--- src/rtl/armleocpu_aclint.sv ---
// Core-local interruptor: msip/mtimecmp/mtime over AXI4-Lite, per-hart software and timer interrupts.
// One access in flight; responses one cycle after accept, held until ready; complete writes beat pending reads.
module armleocpu_aclint #(
  parameter int HART_COUNT       = 7,
  parameter int HART_COUNT_WIDTH = 3,
  parameter int TIMEBASE_DIV     = 1
) (
  input  logic                  clk,
  input  logic                  rst_n,
  input  logic [31:0]           AXI_AWADDR,
  input  logic                  AXI_AWVALID,
  output logic                  AXI_AWREADY,
  input  logic [31:0]           AXI_WDATA,
  input  logic [3:0]            AXI_WSTRB,
  input  logic                  AXI_WVALID,
  output logic                  AXI_WREADY,
  output logic [1:0]            AXI_BRESP,
  output logic                  AXI_BVALID,
  input  logic                  AXI_BREADY,
  input  logic [31:0]           AXI_ARADDR,
  input  logic                  AXI_ARVALID,
  output logic                  AXI_ARREADY,
  output logic [31:0]           AXI_RDATA,
  output logic [1:0]            AXI_RRESP,
  output logic                  AXI_RVALID,
  input  logic                  AXI_RREADY,
  output logic [HART_COUNT-1:0] hart_swi,
  output logic [HART_COUNT-1:0] hart_timeri
);
  localparam int W = HART_COUNT_WIDTH;
  localparam logic [W:0]  HC      = HART_COUNT[W:0];
  localparam logic [15:0] PRE_MAX = 16'(TIMEBASE_DIV - 1);

  typedef enum logic [1:0] {IDLE, WRESP, RRESP} state_t;
  typedef enum logic [1:0] {SEL_NONE, SEL_MSIP, SEL_CMP, SEL_TIME} sel_t;
  typedef struct packed {
    sel_t         sel;
    logic         hi;
    logic [W-1:0] idx;
  } dec_t;

  function automatic dec_t decode(input logic [31:0] addr);
    dec_t d;
    d.sel = SEL_NONE;
    d.hi  = addr[2];
    d.idx = '0;
    if (addr[31:16] == 16'h0 && addr[1:0] == 2'b00) begin
      if (addr[15:14] == 2'b00) begin
        d.idx = addr[2 +: W];
        if (addr[13:2+W] == '0 && {1'b0, addr[2 +: W]} < HC) d.sel = SEL_MSIP;
      end else if (addr[15:14] == 2'b01) begin
        d.idx = addr[3 +: W];
        if (addr[13:3+W] == '0 && {1'b0, addr[3 +: W]} < HC) d.sel = SEL_CMP;
      end else if (addr[15:3] == 13'h17FF) begin
        d.sel = SEL_TIME;
      end
    end
    return d;
  endfunction

  function automatic logic [31:0] merge(input logic [31:0] old, input logic [31:0] nw,
                                        input logic [3:0] strb);
    logic [31:0] res;
    for (int b = 0; b < 4; b++) res[8*b +: 8] = strb[b] ? nw[8*b +: 8] : old[8*b +: 8];
    return res;
  endfunction

  state_t      state, state_nxt;
  logic        wr_fire, rd_fire;
  dec_t        wdec, rdec;
  logic [15:0] prescaler;
  logic [63:0] mtime;
  logic [63:0] mtimecmp [HART_COUNT];
  logic [31:0] rd_data_nxt;
  logic [1:0]  rd_resp_nxt;

  assign wdec = decode(AXI_AWADDR);
  assign rdec = decode(AXI_ARADDR);

  always_ff @(posedge clk or negedge rst_n) begin
    if (!rst_n) state <= IDLE;
    else        state <= state_nxt;
  end

  // Handshake readies are gated by rst_n so nothing is accepted while reset is held.
  always_comb begin
    state_nxt = state;
    wr_fire   = 1'b0;
    rd_fire   = 1'b0;
    case (state)
      IDLE: begin
        if (AXI_AWVALID && AXI_WVALID) begin
          wr_fire   = rst_n;
          state_nxt = WRESP;
        end else if (AXI_ARVALID) begin
          rd_fire   = rst_n;
          state_nxt = RRESP;
        end
      end
      WRESP:   if (AXI_BREADY) state_nxt = IDLE;
      RRESP:   if (AXI_RREADY) state_nxt = IDLE;
      default: state_nxt = IDLE;
    endcase
  end

  assign AXI_AWREADY = wr_fire;
  assign AXI_WREADY  = wr_fire;
  assign AXI_ARREADY = rd_fire;
  assign AXI_BVALID  = (state == WRESP);
  assign AXI_RVALID  = (state == RRESP);

  always_comb begin
    rd_data_nxt = '0;
    rd_resp_nxt = 2'b00;
    case (rdec.sel)
      SEL_MSIP: begin
        for (int h = 0; h < HART_COUNT; h++)
          if (rdec.idx == W'(h)) rd_data_nxt = {31'b0, hart_swi[h]};
      end
      SEL_CMP: begin
        for (int h = 0; h < HART_COUNT; h++)
          if (rdec.idx == W'(h)) rd_data_nxt = rdec.hi ? mtimecmp[h][63:32] : mtimecmp[h][31:0];
      end
      SEL_TIME: rd_data_nxt = rdec.hi ? mtime[63:32] : mtime[31:0];
      default:  rd_resp_nxt = 2'b10;
    endcase
  end

  always_ff @(posedge clk or negedge rst_n) begin
    if (!rst_n) begin
      AXI_BRESP <= 2'b00;
      AXI_RRESP <= 2'b00;
      AXI_RDATA <= '0;
    end else begin
      if (wr_fire) AXI_BRESP <= (wdec.sel == SEL_NONE) ? 2'b10 : 2'b00;
      if (rd_fire) begin
        AXI_RRESP <= rd_resp_nxt;
        AXI_RDATA <= rd_data_nxt;
      end
    end
  end

  // A bus write to mtime freezes the timebase for that cycle and restarts the prescaler.
  always_ff @(posedge clk or negedge rst_n) begin
    if (!rst_n) begin
      prescaler <= '0;
      mtime     <= '0;
    end else if (wr_fire && wdec.sel == SEL_TIME) begin
      prescaler <= '0;
      if (wdec.hi) mtime[63:32] <= merge(mtime[63:32], AXI_WDATA, AXI_WSTRB);
      else         mtime[31:0]  <= merge(mtime[31:0],  AXI_WDATA, AXI_WSTRB);
    end else if (prescaler == PRE_MAX) begin
      prescaler <= '0;
      mtime     <= mtime + 64'd1;
    end else begin
      prescaler <= prescaler + 16'd1;
    end
  end

  always_ff @(posedge clk or negedge rst_n) begin
    if (!rst_n) begin
      hart_swi    <= '0;
      hart_timeri <= '0;
      for (int h = 0; h < HART_COUNT; h++) mtimecmp[h] <= '1;
    end else begin
      for (int h = 0; h < HART_COUNT; h++) begin
        hart_timeri[h] <= (mtime >= mtimecmp[h]);
        if (wr_fire && wdec.idx == W'(h)) begin
          if (wdec.sel == SEL_MSIP && AXI_WSTRB[0]) hart_swi[h] <= AXI_WDATA[0];
          if (wdec.sel == SEL_CMP) begin
            if (wdec.hi) mtimecmp[h][63:32] <= merge(mtimecmp[h][63:32], AXI_WDATA, AXI_WSTRB);
            else         mtimecmp[h][31:0]  <= merge(mtimecmp[h][31:0],  AXI_WDATA, AXI_WSTRB);
          end
        end
      end
    end
  end
endmodule
--- config.mk ---
export PLATFORM = sky130hd
export DESIGN_NAME = armleocpu_aclint
export DESIGN_NICKNAME = d
export VERILOG_FILES = /design/src/rtl/armleocpu_aclint.sv
export SDC_FILE = /design/constraint.sdc
export NUM_CORES = 2
export LEC_CHECK = 0
export BUFFER_PORTS_ARGS = -buffer_cell sky130_fd_sc_hd__buf_4
export CAP_MARGIN = 5
export CORE_ASPECT_RATIO = 0.7
export CORE_MARGIN = 2
export CORE_UTILIZATION = 30
export CTS_CLUSTER_SIZE = 30
export DETAILED_ROUTE_END_ITERATION = 10
export GPL_ROUTABILITY_DRIVEN = 0
export GPL_TIMING_DRIVEN = 0
export SYNTH_ARGS = -nofsm -noshare
export SYNTH_HDL_FRONTEND = slang
export SYNTH_SLANG_ARGS = --single-unit
--- constraint.sdc ---
create_clock -name clk -period 2.49 [get_ports clk]
set_input_delay 0 -clock clk [delete_from_list [all_inputs] [get_ports clk]]
set_output_delay 0 -clock clk [all_outputs]
set_load 0.02 [all_outputs]
==> results_dict.tcl <==
set metrics [dict create \
    slew_viol_final 0 \
    cts_max_level 2 \
    synth.most_common_cell "inv_1" \
    avgSynthCellArea_sq_um 10.1 \
    yosysTopAreaCell "dfstp_2" \
    yosysSeqAreaShare 0.381 \
    synthFlopType "dfstp_2" \
    crit_end "hart_timeri[0]" \
    violations "hold timing, setup timing" \
    worstPathRequired_ps 3060 \
    setup_viol 29 \
    place_inst 5822 \
    dr.pass1.iters 7 \
    drc_errors 0 \
    whs_ps -6.97 \
    cts-root-buf "clkbuf_16" \
    via_count 34797 \
    cts_buffers 59 \
    synth_fa_ha_area_frac 0.143 \
    ys_warn_count 0 \
    synth-edff-count 0 \
    antenna_left 0 \
    r2r_end "hart_timeri[0]" \
    worstMarginPinSlew_ps 1330 \
    leakage_nw 21.5 \
    r2r_cells 8 \
    crit_cells 8 \
    path_cells "ha_1, nand4_1, or3_4, or3_4, or3_4, nor2_4, nor4_2, o21ai_2" \
    rsz0062_at_grt "true" \
    placed_area_sq_um 43100 \
    synth_area_sq_um 39500 \
    wl_per_cell_microns 27.0 \
    rows 111 \
    yosys.area_share.xor_xnor 0.00311 \
    dp_hpwl_mm 120 \
    die_x_microns 438 \
    core_area_sq_um 131000 \
    slew_headroom 0.113 \
    reg2reg_from "mtime[54]" \
    synth_top_family_by_area "multiplexers" \
    path_clk_slew_ps 80 \
    synth_compound_area_frac 0.118 \
    startpoint "mtime[54]" \
    cts_buffer_depth 3 \
    yosysTopAreaCellShare 0.298 \
    slowest_delay_ps 660 \
    setup.worst_path.start_class "register" \
    crit_fanout 10 \
    post-route-period-util 1.29 \
    fin_crit_ps 3210 \
    power.density_nw_per_um2 409 \
    peakVddDrop_mv 0.598 \
    synthTopCellsByCount "470 x inv_1, 451 x ha_1, 448 x dfstp_2, 414 x mux2_2, 281 x mux2i_1" \
    holdCritPathClass "in2async" \
    synthArstFlopShare 1.00 \
    cts_tree "done" \
    grt_max_degree 116 \
    p_total_mw 20.2 \
    start_util 0.302 \
    grt_pass1_wl_mm 236 \
    cp_common_cell "or3_4" \
    overflow 0 \
    area_growth_pct 25.3 \
    grt_pass1_vias 33238 \
    antenna_found_initial 4 \
    drtIter0Drc 4712 \
    ios 162 \
    die_h_microns 308 \
    max_clock_freq_ghz 0.311 \
    r2r_slack_ps -720 \
    clock-sinks 578 \
    drive_gt1_frac 0.391 \
    clk_latency_ps 690 \
    path_buf_inv 0 \
    nets 4919 \
    max-cap-violations 0 \
    timing_hold_violations_final 13 \
    io_buffer_count 155 \
    critical_path_arrival_ps 3790 \
    design_area_sq_um 49500 \
    routed_wl_mm 167 \
    cp-end-kind "register" \
    synth.distinct_cells 77 \
    utilization 0.378 \
    yosys.area_share.simple 0.103 \
    critPathTopFamily "simple AND/OR/NAND/NOR gates" \
    clock_skew_ps 26.2 \
    ys_ff_latch 578 \
    finalSetupTns_ps -7210 \
    outcome "finished, violations left" \
    crit_type "reg2reg" \
    die-area_sq_um 135000 \
    vias_per_cell 5.65 \
    setup_slack_ps -723 \
    crit_slowest_cell "dfrtp_1" \
    grt_usage 0.240 \
    yosys-top-cells-area "dfstp_2 30%, ha_1 14%, mux2_2 12%" \
    synth_cells 3905 \
    stdcell_count 6163 \
    muxShareOfSynthArea 0.194 \
]
## layer usage
layer,track usage,wire (microns)
met5,0.00609,137
met4,0.0759,5820
met3,0.117,25900
met2,0.314,62700
met1,0.338,72100
## cells in the final DEF (no fill, tap or decap), types with 29 or more instances in the layout
cell / Yosys / final
dfrtp_4: 0 / 33
inv_1: 470 / 458
clkbuf_1: 122 / 70
nand2_4: 17 / 30
a21oi_1: 227 / 197
nand2_1: 240 / 194
nand4_1: 86 / 86
o221ai_1: 35 / 35
nand2_2: 0 / 30
dfrtp_2: 0 / 29
ha_1: 451 / 421
nor4_1: 56 / 49
buf_4: 3 / 298
o22ai_1: 123 / 117
dfrtp_1: 130 / 68
clkbuf_16: 0 / 61
dfstp_2: 448 / 448
mux2i_1: 281 / 281
a21o_1: 93 / 93
dlygate4sd3_1: 0 / 54
o21ai_0: 122 / 97
nand3_1: 85 / 73
clkbuf_2: 0 / 38
mux2_2: 414 / 411
nor2_1: 158 / 141
## what timing repair did
item	4_1_cts	5_1_grt
setup endpoints to repair	549	572
hold endpoints to repair	303	4
gates resized for setup	401	246
pin swaps	80	78
hold buffers	62	1
setup buffers	134	36
## worst reg2reg max path: stages (launching register included)
cell	delay, ps
dfrtp_1	660
ha_1	520
nand4_1	120
or3_4	440
or3_4	470
or3_4	560
nor2_4	130
nor4_2	60
o21ai_2	140
## metrics by stage
step | hold slack, ps | setup slack, ps
2_1_floorplan | -296 | -14.9
3_5_place_dp | -55.0 | -2240
5_1_grt | 42.3 | -719
6_report | -6.97 | -723
3_3_place_gp | 279 | -6600
4_1_cts | 2.07 | -689
## power by group
group	total, mW	switching (mW)	internal (mW)
sequential	9.45	0.0128	9.44
combinational	1.25	0.842	0.409
clock	9.54	4.30	5.23
## sequential cells by signal (all words and copies together), names as in the netlist, 2 cells and up
signal,flops
AXI_RDATA,32
hart_swi,7
hart_timeri,7
mtime,64
mtimecmp,448
prescaler,16
state,2
## cells by family after synthesis
logic type | after synthesis
AND/OR/NAND/NOR | 798
AO/OA/AOI/OAI | 741
multiplexers | 710
buffers and inverters | 612
flip-flops | 578
adder cells (fa/ha/maj) | 451
XOR/XNOR | 14
other | 1
## area by class of cell
class,instances,area (sq um)
Timing Repair Buffer,397,3660
Clock buffer,86,1740
Clock inverter,25,221
Antenna cell,1,2.50
Inverter,470,1770
Multi-Input combinational cell,2716,24000
Fill cell,12851,81200
Tap cell,1751,2190
Buffer,139,699
Sequential cell,578,15200
## how the worst min path moves through the flow
| stage | end | startpoint | cells after the start |
|---|---|---|---|
| finish | mtimecmp[418] | rst_n | 7 |
| global route | mtimecmp[418] | rst_n | 7 |
| CTS | mtimecmp[418] | rst_n | 7 |
| detailed placement | hart_swi[5] | rst_n | 1 |
| global placement | state[1] | AXI_RREADY | 3 |
| floorplan | AXI_BRESP[1] | rst_n | 0 |
Power figures use the tool's default switching activity.
